<file path="config.mk">
export PLATFORM = sky130hd
export DESIGN_NAME = station_tx_arbiter_flat
export DESIGN_NICKNAME = d
export VERILOG_FILES = /design/src/rtl/station_tx_pkg.sv /design/src/rtl/station_tx_arbiter_if.sv /design/src/rtl/station_tx_fifo.sv /design/src/rtl/station_tx_arbiter.sv /design/src/flat_wrapper.sv
export SDC_FILE = /design/constraint.sdc
export NUM_CORES = 1
export LEC_CHECK = 0
export ABC_AREA = 1
export CAP_MARGIN = 20
export CORE_MARGIN = 4
export CORE_UTILIZATION = 55
export CTS_BUF_LIST = sky130_fd_sc_hd__clkbuf_16
export DETAILED_ROUTE_END_ITERATION = 6
export PLACE_DENSITY_LB_ADDON = 0.3
export SETUP_SLACK_MARGIN = 0.2
export SLEW_MARGIN = 30
export SYNTH_ARGS = -nofsm -noshare
export SYNTH_HDL_FRONTEND = slang
export SYNTH_SLANG_ARGS = --single-unit
</file>
<file path="constraint.sdc">
create_clock -name clk_ref -period 3.6 [get_ports clk_ref]
set_input_delay 0.72 -clock clk_ref [delete_from_list [all_inputs] [get_ports clk_ref]]
set_output_delay 0.72 -clock clk_ref [all_outputs]
set_load 0.005 [all_outputs]
</file>
<file path="src/rtl/station_tx_pkg.sv">
// station_tx_pkg: header tag, FSM state encoding and clog2 helper for the station return-path arbiter
package station_tx_pkg;
  localparam logic [3:0] HDR_TAG = 4'hA;
  typedef enum logic [1:0] {IDLE = 2'd0, HDR = 2'd1, DATA = 2'd2, PAD = 2'd3} state_e;
  function automatic int clog2(input int v);
    int r;
    r = 0;
    for (int i = 0; i < 31; i++) if ((1 << i) < v) r = i + 1;
    return r;
  endfunction
endpackage

</file>
<file path="src/rtl/station_tx_arbiter_if.sv">
// station_tx_arbiter_if: producer channels, SPI busy handshake and station word output
interface station_tx_arbiter_if #(parameter int NCH = 4, parameter int DW = 16);
  logic [NCH-1:0]    ch_en_i;
  logic [NCH*DW-1:0] ch_data_i;
  logic [NCH-1:0]    ch_dv_i;
  logic [NCH-1:0]    ch_full_o;
  logic [NCH-1:0]    ovf_o;
  logic              busy_i;
  logic [DW-1:0]     data_station_o;
  logic              data_v_station_o;
  logic              timeout_o;
  modport master (
    output ch_en_i, ch_data_i, ch_dv_i, busy_i,
    input  ch_full_o, ovf_o, data_station_o, data_v_station_o, timeout_o
  );
  modport slave (
    input  ch_en_i, ch_data_i, ch_dv_i, busy_i,
    output ch_full_o, ovf_o, data_station_o, data_v_station_o, timeout_o
  );
endinterface

</file>
<file path="src/rtl/station_tx_fifo.sv">
// station_tx_fifo: per-channel word FIFO with synchronous flush; full and count come straight from registers
module station_tx_fifo
  import station_tx_pkg::*;
#(
  parameter int DW    = 16,
  parameter int DEPTH = 8
) (
  input  logic                    clk_ref,
  input  logic                    rst_n_o,
  input  logic                    flush,
  input  logic                    write,
  input  logic                    read,
  input  logic [DW-1:0]           din,
  output logic [DW-1:0]           dout,
  output logic [clog2(DEPTH):0]   count,
  output logic                    full,
  output logic                    empty
);
  localparam int AW = clog2(DEPTH);
  logic [DW-1:0] mem [DEPTH];
  logic [AW-1:0] wptr, rptr;
  logic do_wr, do_rd;
  assign full  = count[AW];
  assign empty = count == '0;
  assign dout  = mem[rptr];
  assign do_wr = write & ~flush & (~full | read);
  assign do_rd = read & ~flush & ~empty;
  // pointer and occupancy bookkeeping; a flush empties the channel on the next edge
  always_ff @(posedge clk_ref or negedge rst_n_o)
    if (!rst_n_o) begin
      wptr  <= '0;
      rptr  <= '0;
      count <= '0;
    end else if (flush) begin
      wptr  <= '0;
      rptr  <= '0;
      count <= '0;
    end else begin
      wptr  <= wptr + AW'(do_wr);
      rptr  <= rptr + AW'(do_rd);
      count <= count + (AW+1)'(do_wr) - (AW+1)'(do_rd);
    end
  // storage array, no reset needed since reads are gated by count
  always_ff @(posedge clk_ref)
    if (do_wr) mem[wptr] <= din;
endmodule

</file>
<file path="src/rtl/station_tx_arbiter.sv">
// station_tx_arbiter: buffered round-robin return-path arbiter emitting framed bursts to the SPI station link.
// Optional busy watchdog enabled by defining STATION_TX_WATCHDOG_EN.
module station_tx_arbiter
  import station_tx_pkg::*;
#(
  parameter int NCH      = 4,
  parameter int DW       = 16,
  parameter int DEPTH    = 8,
  parameter int MAXBURST = 4,
  parameter int TO_CYC   = 65535
) (
  input logic                 clk_ref,
  input logic                 rst_n_o,
  station_tx_arbiter_if.slave bus
);
  localparam int CW = clog2(DEPTH) + 1;
  localparam int GW = (NCH > 1) ? clog2(NCH) : 1;
  localparam int IW = DW - 12;
  logic [CW-1:0] cnt [NCH];
  logic [DW-1:0] dout [NCH];
  logic [NCH-1:0] full, empty, rd, ovf;
  state_e state;
  logic [GW-1:0] gnt, last, pick;
  logic [7:0] rem, pick_len;
  logic [DW-1:0] dat;
  logic dv, found, emit_ok, pop, wd_hit;
  assign emit_ok = ~bus.busy_i & ~dv;
  assign pop = (state == DATA) & emit_ok & bus.ch_en_i[gnt];
  for (genvar c = 0; c < NCH; c++) begin : g_ch
    assign rd[c] = pop & (gnt == GW'(c));
    station_tx_fifo #(.DW(DW), .DEPTH(DEPTH)) u_fifo (
      .clk_ref (clk_ref),
      .rst_n_o (rst_n_o),
      .flush   (~bus.ch_en_i[c]),
      .write   (bus.ch_dv_i[c] & bus.ch_en_i[c]),
      .read    (rd[c]),
      .din     (bus.ch_data_i[c*DW +: DW]),
      .dout    (dout[c]),
      .count   (cnt[c]),
      .full    (full[c]),
      .empty   (empty[c])
    );
  end
  assign bus.ch_full_o        = full;
  assign bus.ovf_o            = ovf;
  assign bus.data_station_o   = dat;
  assign bus.data_v_station_o = dv;
  // round-robin scan from last+1; nearest enabled non-empty channel wins, burst length capped at MAXBURST
  always_comb begin
    found = 1'b0;
    pick  = last;
    for (int i = NCH; i >= 1; i--)
      if (bus.ch_en_i[(int'(last) + i) % NCH] && !empty[(int'(last) + i) % NCH]) begin
        found = 1'b1;
        pick  = GW'((int'(last) + i) % NCH);
      end
    pick_len = (int'(cnt[pick]) > MAXBURST) ? 8'(MAXBURST) : 8'(cnt[pick]);
  end
  // sticky overflow: a write to a full FIFO that is not drained in the same cycle is lost
  always_ff @(posedge clk_ref or negedge rst_n_o)
    if (!rst_n_o) ovf <= '0;
    else ovf <= ovf | (bus.ch_dv_i & bus.ch_en_i & full & ~rd);
  // burst FSM: header then L words; a disabled channel is padded with zeros so the header length stays truthful
  always_ff @(posedge clk_ref or negedge rst_n_o)
    if (!rst_n_o) begin
      state <= IDLE;
      gnt   <= '0;
      last  <= '0;
      rem   <= '0;
      dat   <= '0;
      dv    <= 1'b0;
    end else begin
      dv <= 1'b0;
      if (wd_hit) begin
        state <= IDLE;
        last  <= gnt;
      end else case (state)
        IDLE: if (found) begin
          gnt   <= pick;
          rem   <= pick_len;
          state <= HDR;
        end
        HDR: if (emit_ok) begin
          dat   <= {HDR_TAG, IW'(gnt), rem};
          dv    <= 1'b1;
          state <= DATA;
        end
        DATA, PAD: if (state == DATA && !bus.ch_en_i[gnt]) state <= PAD;
        else if (emit_ok) begin
          dat <= (state == DATA) ? dout[gnt] : '0;
          dv  <= 1'b1;
          rem <= rem - 8'd1;
          if (rem == 8'd1) begin
            state <= IDLE;
            last  <= gnt;
          end
        end
        default: state <= IDLE;
      endcase
    end
`ifdef STATION_TX_WATCHDOG_EN
  logic [31:0] wd;
  logic to_q;
  assign wd_hit = bus.busy_i & (state != IDLE) & (wd == 32'(TO_CYC - 1));
  assign bus.timeout_o = to_q;
  // busy watchdog: counts consecutive busy cycles while a burst is open
  always_ff @(posedge clk_ref or negedge rst_n_o)
    if (!rst_n_o) begin
      wd   <= '0;
      to_q <= 1'b0;
    end else begin
      wd   <= (bus.busy_i && state != IDLE && !wd_hit) ? wd + 32'd1 : '0;
      to_q <= to_q | wd_hit;
    end
`else
  localparam int unused_to_cyc = TO_CYC;
  assign wd_hit = 1'b0;
  assign bus.timeout_o = 1'b0;
`endif
endmodule
</file>
<file path="src/flat_wrapper.sv">
// flat-port wrapper written by rule: the top's interface ports become plain ports
module station_tx_arbiter_flat import station_tx_pkg::*;
#(
  parameter int NCH      = 4,
  parameter int DW       = 16,
  parameter int DEPTH    = 8,
  parameter int MAXBURST = 4,
  parameter int TO_CYC   = 65535
)
  (clk_ref, rst_n_o, bus_ch_en_i, bus_ch_data_i, bus_ch_dv_i, bus_busy_i, bus_ch_full_o, bus_ovf_o, bus_data_station_o, bus_data_v_station_o, bus_timeout_o);
  station_tx_arbiter_if #(.NCH(NCH), .DW(DW)) bus_i ();
  input logic clk_ref;
  input logic rst_n_o;
  input wire logic [$bits(bus_i.ch_en_i)-1:0] bus_ch_en_i;
  input wire logic [$bits(bus_i.ch_data_i)-1:0] bus_ch_data_i;
  input wire logic [$bits(bus_i.ch_dv_i)-1:0] bus_ch_dv_i;
  input wire logic [$bits(bus_i.busy_i)-1:0] bus_busy_i;
  output wire logic [$bits(bus_i.ch_full_o)-1:0] bus_ch_full_o;
  output wire logic [$bits(bus_i.ovf_o)-1:0] bus_ovf_o;
  output wire logic [$bits(bus_i.data_station_o)-1:0] bus_data_station_o;
  output wire logic [$bits(bus_i.data_v_station_o)-1:0] bus_data_v_station_o;
  output wire logic [$bits(bus_i.timeout_o)-1:0] bus_timeout_o;
  assign bus_i.ch_en_i = bus_ch_en_i;
  assign bus_i.ch_data_i = bus_ch_data_i;
  assign bus_i.ch_dv_i = bus_ch_dv_i;
  assign bus_i.busy_i = bus_busy_i;
  assign bus_ch_full_o = bus_i.ch_full_o;
  assign bus_ovf_o = bus_i.ovf_o;
  assign bus_data_station_o = bus_i.data_station_o;
  assign bus_data_v_station_o = bus_i.data_v_station_o;
  assign bus_timeout_o = bus_i.timeout_o;
  station_tx_arbiter #(.NCH(NCH), .DW(DW), .DEPTH(DEPTH), .MAXBURST(MAXBURST), .TO_CYC(TO_CYC)) u_core (.clk_ref(clk_ref), .rst_n_o(rst_n_o), .bus(bus_i));
endmodule
</file>
==> impl_metrics.csv <==
group,metric,value,unit
yosys,synth_enable_flop_cells,512,
critical_path,critPathMaxFanout,5,
route,initialDrtViolationCount,1774,
clock_tree,path_clk_slew,0.06,ns
die,die-width,218,µm
critical_path,crit_required,4.10,ns
route,firstDrtPassIters,6,
sta,timing.final.crit_period,2.82,ns
clock_tree,clock_tree_from_tritoncts,"built",
finish,fill_cells,3144,
critical_path,worst_case_register_to_register_setup_slack,0.78,ns
route,routed-via-count,15258,
run,drv.max_cap_violation_count,0,
critical_path,reg2reg_depth,15,
route,avgRoutedWirePerCell,22.1,µm
sta,setup-violations-final,0,
grt,globalRoute.totalOverflow,0,
status,run_status,"complete, no violations",
sta,worst_slew_margin_rel,34.7,%
clock_tree,tritoncts.num_buffers,56,
sta,drv_slew,0,
yosys,yosysWarningCount,0,
min_path,worstHoldPathType,"primary input to asynchronous set/reset pin",
placed_design,gp_congestion,0.865,
yosys,synth_flop_cell,"sky130_fd_sc_hd__edfxtp_1",
critical_path,worst_r2r_startpoint,"u_core.gnt[0]$_DFFE_PN0P_",
yosys,synth.area.top_cells,"sky130_fd_sc_hd__edfxtp_1 (63%), sky130_fd_sc_hd__dfrtp_1 (7.7%), sky130_fd_sc_hd__nor2_1 (4.2%)",
sta,maxClockFrequency,354,MHz
die,initial_core_util,56.1,%
yosys,synthesis.area,24300,µm²
die,top_level_ports,101,
finish,final_layout_size_suffix_gt1_share,9.39,%
yosys,synth-seq-area-share,70.9,%
route,ant_nets,0,
placed_design,detailedPlacementHpwl,35800,µm
critical_path,timing_worst_setup_path_type,"register to register",
power_and_ir_drop,p_leak,9.69,nW
clock_tree,cts_hold_repair.buffers,0,
grt,grtUsageTotal,24.0,%
critical_path,r2r-end,"u_core.g_ch[2].u_fifo.count[2]$_DFF_PN0_",
die,die-height,218,µm
route,drt-total-wl,57000,µm
sta,final_worst_path_period_share,78.4,%
critical_path,worst_setup_end_kind,"register",
finish,multi_input_combinational_cell_area,6300,µm²
yosys,yosysTopAreaCell,"sky130_fd_sc_hd__edfxtp_1",
yosys,synth.top_cell.area_share,63.2,%
clock_tree,clock_sink_total,587,
yosys,cell_count_after_synthesis,1825,
grt,grt_pass1_wl,88500,µm
clock_tree,clock_tree.buffer_depth,3,
yosys,synth_cell_type_count,48,
placed_design,place.port_buffers,99,
finish,syn2layout_area_growth,14.6,%
critical_path,timing.critical_path.arrival,3.33,ns
die,die-area,47700,µm²
sta,hold_viol,0,
grt,largest_net_degree_at_the_start_of_global_routing,76,
yosys,most_frequent_cells_after_synthesis,"sky130_fd_sc_hd__edfxtp_1 (512), sky130_fd_sc_hd__nor2_1 (271), sky130_fd_sc_hd__o21ai_0 (150), sky130_fd_sc_hd__nand2_1 (145), sky130_fd_sc_hd__mux2i_1 (93)",
finish,finish.net_count,2064,
sta,clock-skew-final,0.0190,ns
sta,timing.setup.tns,0,ns
power_and_ir_drop,max-vdd-ir-drop,473,µV
sta,grt_setup_unrepaired,"false",
critical_path,start_kind,"register",
clock_tree,htreeDepth,2,
finish,regArea,17300,µm²
die,row_count,76,
clock_tree,ctsResizeCount,0,
route,vias_per_cell,5.92,
yosys,synth-seq-cells,587,
grt,grt_antenna_before_repair,1,
die,core_region_area,43400,µm²
clock_tree,cts_root_buffer,"sky130_fd_sc_hd__clkbuf_16",
yosys,synthesis.nets,1942,
grt,grt_pass1_vias,15237,
power_and_ir_drop,report.power.total,0.0166,W
yosys,async_reset_ff_share,12.8,%
yosys,yosysMostFrequentCell,"sky130_fd_sc_hd__edfxtp_1",
clock_tree,post_cts_buffers,0,
clock_tree,worstSkewPairLatency,0.62,ns
route,drt_drc_violations_left,0,
sta,max_slew.worst_pin.slew,0.980,ns
yosys,synth_area_per_inst,13.3,µm²
power_and_ir_drop,power_per_cell_area,596,nW/µm²
## worst max-delay path: stages, from the launching register on
cell and delay [ns]:
sky130_fd_sc_hd__dfrtp_1 0.51, sky130_fd_sc_hd__inv_2 0.11, sky130_fd_sc_hd__nor2_4 0.13, sky130_fd_sc_hd__nand2_1 0.08
sky130_fd_sc_hd__nand2_1 0.12, sky130_fd_sc_hd__a221oi_4 0.08, sky130_fd_sc_hd__nor2_8 0.18, sky130_fd_sc_hd__nand2_2 0.09
sky130_fd_sc_hd__a21oi_2 0.20, sky130_fd_sc_hd__inv_2 0.06, sky130_fd_sc_hd__ha_1 0.27, sky130_fd_sc_hd__inv_1 0.04
sky130_fd_sc_hd__ha_1 0.22, sky130_fd_sc_hd__fa_1 0.41, sky130_fd_sc_hd__xnor2_1 0.16, sky130_fd_sc_hd__nor2_1 0.05
## cell families after synthesis
| kind of cell | count (synthesis) | share of synthesized area (%) |
|---|---|---|
| XOR/XNOR | 7 | 0.252 |
| other | 1 | 0.0154 |
| AO/OA/AOI/OAI | 386 | 10.7 |
| flip-flops | 587 | 70.9 |
| multiplexers | 93 | 3.83 |
| buffers and inverters | 193 | 3.18 |
| adder cells (fa/ha/maj) | 42 | 2.28 |
| AND/OR/NAND/NOR | 516 | 8.85 |
## sequential cells by signal, summed over array words and instances, names as in the netlist
name / cells
u_core.gnt: 2
u_core.state: 2
u_core.rem: 8
u_core.g_ch.u_fifo.rptr: 12
u_core.bus.data_station_o: 16
u_core.bus.ovf_o: 4
u_core.g_ch.u_fifo.count: 16
u_core.g_ch.u_fifo.wptr: 12
u_core.g_ch.u_fifo.mem: 512
u_core.bus.data_v_station_o: 1
u_core.last: 2
## per-stage QoR
step | instances | cell area, µm² | setup WS (ns) | hold slack [ns] | util, %
after global placement | 2474 | 26200 | 0.254 | 0.463 | 60.3
after detailed placement | 2474 | 26200 | 0.183 | 0.468 | 60.3
after floorplan | 1825 | 24300 | 0.488 | 0.424 | -
after CTS | 2576 | 27900 | 0.754 | 0.143 | 64.3
final | 2578 | 27900 | 0.777 | 0.119 | 64.3
after global routing | 2577 | 27900 | 0.627 | 0.176 | 64.3
## layout make-up
| type | instances | share of cell area (%) |
|---|---|---|
| Antenna cell | 2 | 0.0180 |
| Clock buffer | 56 | 5.03 |
| Clock inverter | 46 | 1.09 |
| Inverter | 91 | 1.23 |
| Multi-Input combinational cell | 1045 | 22.6 |
| Sequential cell | 587 | 61.9 |
| Tap cell | 585 | 2.63 |
| Timing Repair Buffer | 166 | 5.46 |
## worst max path at each step
stage	start	endpoint	cells past startpoint
2_1_floorplan	bus_busy_i	u_core.g_ch[0].u_fifo.mem[1][0]$_DFFE_PP_	7
3_3_place_gp	bus_busy_i	u_core.g_ch[1].u_fifo.count[2]$_DFF_PN0_	13
3_5_place_dp	bus_busy_i	u_core.g_ch[0].u_fifo.count[2]$_DFF_PN0_	13
4_1_cts	u_core.gnt[0]$_DFFE_PN0P_	u_core.g_ch[2].u_fifo.count[2]$_DFF_PN0_	15
5_1_grt	u_core.gnt[0]$_DFFE_PN0P_	u_core.g_ch[1].u_fifo.count[2]$_DFF_PN0_	15
6_report	u_core.gnt[0]$_DFFE_PN0P_	u_core.g_ch[2].u_fifo.count[2]$_DFF_PN0_	15
## cells in the final DEF, fill, tap and decap left out, drive strengths merged, types with 3 or more instances in the layout
cell / instances
a21o: 4
a21oi: 28
a22o: 4
a22oi: 10
buf: 68
bufinv: 3
clkbuf: 56
clkdlybuf4s50: 98
clkinv: 28
dfrtp: 75
edfxtp: 512
fa: 4
ha: 38
inv: 106
mux2i: 93
nand2: 153
nand3: 55
nand4: 18
nor2: 278
nor3: 5
o211ai: 47
o21ai: 164
o21bai: 6
o221ai: 83
o22ai: 9
o32ai: 27
or2: 6
xnor2: 6
## report_power, final
group	total, W	switching, W	internal, W
Clock	0.00548	0.00245	0.00304
Combinational	0.00301	0.00192	0.00109
Sequential	0.00811	0.000345	0.00776
Total	0.0166	0.00471	0.0119
## metal layers
layer / part of all wire (%) / GRT usage (%) / vias up
met5: 0 / 0 / -
met4: 3.0 / 7.56 / 0
met3: 7.2 / 4.66 / 108
met2: 49 / 39.6 / 583
met1: 41 / 32.8 / 7525
li1: - / - / 7042
Note: power is estimated with default switching activity, not from simulation.
==> variant, RTL diff (same flow settings) <==
The option `STATION_TX_WATCHDOG_EN` is turned on by a define.
--- a/src/rtl/station_tx_arbiter.sv
+++ b/src/rtl/station_tx_arbiter.sv
@@ -1,4 +1,6 @@
 // station_tx_arbiter: buffered round-robin return-path arbiter emitting framed bursts to the SPI station link.
 // Optional busy watchdog enabled by defining STATION_TX_WATCHDOG_EN.
+`define STATION_TX_WATCHDOG_EN
+
 module station_tx_arbiter
   import station_tx_pkg::*;
Function: not settled (the Yosys comparison gave no result); the edit may change what the design does.
==> variant against the unedited design <==
  * Die area is 7.3% higher
  * Synthesized area increased by 7.6%
  * Hold slack worse by 0.0038 ns
  * Global-route usage fell by 0.61 points
  * Power is 6.5% higher
  * Synthesized cell count up 14%
  * Setup slack worse by 0.17 ns
  * Sequential power grew 5.2%
  * Count of clock-buffer cells in the layout increased by 4
  * Final cell count up 11%
  * Wire length up 6.1%
  * Sequential cell count is 33 higher
  * Design area grew 7.9%
  * Critical path type unchanged
==> variant: results (changes against the unedited design) <==
• **status** completed
• **Buffers, non-clock** 176, +6.0%
• **number of non-clock inverters** 122, +34%
• **Synth Area in Compound Gates** 0.104, -0.00262
• **adder and majority gate portion of the synthesized area** 0.0222, -0.000648
• **fraction of layout cells with a size suffix above 1** 0.105, +0.0113
• **count of antenna diodes in the layout** 0, -2
• **proportion of power drawn by flip-flops and latches** 0.482, -0.006
• **total leakage power** 10.5 nW, +8.8%
• **synth top area cells** edfxtp_1 59%, dfrtp_1 10%, nor2_1 4.5%
• **sequential fraction of the synthesis area** 0.691, -0.0183
• **flip-flop and latch area** 0.0181 sq mm, +4.8%
• **total global-route track usage** 0.234, -0.00610
• **relative slew slack** 0.431, +0.0842
• **nets@finish** 2,323, +13%
• **Async SR Flop Fraction** 0.174, +0.0464
• **Crit Path Max Fanout** 6, +1
• **detail-routed net length per standard cell** 21.1 um, -4.3%
• **mux contribution to synthesized area** 0.0321, -0.00613
• **portion of total power attributed to combinational logic** 0.178, -0.003
• **switching power** 5.02 mW, +6.6%
• **parity-gate share of the synthesized area counting xor and xnor cells** 0.00502, +0.00250
• **via count** 17.0k, +11%
• **Worst VDD drop** 0.000435 V, -8.2%
• **multi-input gate count** 1,225, +17%
• **starting DRC count in detailed routing** 1,753, -1.2%
• **multi-input logic portion of the cell area** 0.239, +0.0123
• **gpl congestion** 0.900, +4.0%
• **CTS buffer count** 59, +5.4%
• **Slowest Stage Delay on Critical Path** 0.55 ns, +0.04 ns
• **layout buffering overhead excluding clock cells** 0.0568, +0.00220
• **summed instance area of the synthesized netlist** 0.0262 sq mm, +7.6%
• **wire length of the first global-routing pass** 92,500 um, +4.6%
• **final worst clock skew** 0.0243 ns, +0.00523 ns
• **number of distinct library cells after synthesis** 54, +13%
• **via count of the first global-routing pass** 16.3k, +7.0%
• **clock tree cell share of total cell area** 0.0628, +0.00167
• **Placed Area** 0.0282 sq mm, +7.7%
• **commonest cells in the netlist** 512 x edfxtp_1, 313 x nor2_1, 170 x o21ai_0, 166 x nand2_1, 108 x dfrtp_1
• **half-perimeter wire length after detailed placement** 38,200 um, +6.7%
• **clock buffer instance count of the final layout** 60, +7.1%
• **I/O Buffers** 100, +1.0%
• **pin count of the biggest net entering global routing** 109, +43%
• **combinational-cell power consumption** 3.14 mW, +4%
variant: cell types whose count changed in the layout (fill, tap and decap cells not counted), sizes merged, moves of 8 or more:
cell / change
nor3: +26
buf: +9
a21oi: +14
nand2: +23
mux2i: -9
nor2: +52
o32ai: -15
dfrtp: +33
nand4: +11
inv: +23
clkinv: +8
nand3: +14
o21ai: +35
variant: per-layer routing:
layer	share of wire	global-route usage	up-vias	wire, um
met5	0	0	-	0
met1	0.41	0.328	8422	25100
met2	0.49	0.382	616	29400
met3	0.069	0.0320	104	4170
met4	0.031	0.0831	0	1860
li1	-	-	7869	-
variant: worst paths after layout:
kind / startpoint / endpoint / slack [ns] / depth (start not counted)
hold reg to reg: u_core.bus.timeout_o$_DFF_PN0_ / u_core.bus.timeout_o$_DFF_PN0_ / 0.46 / 2
setup reg to reg: u_core.gnt[1]$_DFFE_PN0P_ / u_core.g_ch[1].u_fifo.count[2]$_DFF_PN0_ / 0.60 / 17
min in group clk_ref: u_core.bus.timeout_o$_DFF_PN0_ / u_core.bus.timeout_o$_DFF_PN0_ / 0.46 / 2
max in group asynchronous: rst_n_o / u_core.g_ch[2].u_fifo.rptr[0]$_DFF_PN0_ / 2.92 / 2
hold / removal: rst_n_o / u_core.wd[13]$_DFF_PN0_ / 0.12 / 2
setup / recovery: u_core.gnt[1]$_DFFE_PN0P_ / u_core.g_ch[1].u_fifo.count[2]$_DFF_PN0_ / 0.60 / 17
variant: metrics by stage:
stage / util / instances / hold slack, ns
finish: 0.643 / 2860 / 0.115
global route: 0.643 / 2860 / 0.212
CTS: 0.643 / 2860 / 0.177
detailed placement: 0.603 / 2750 / 0.451
global placement: 0.603 / 2750 / 0.449
floorplan: - / 2076 / 0.424
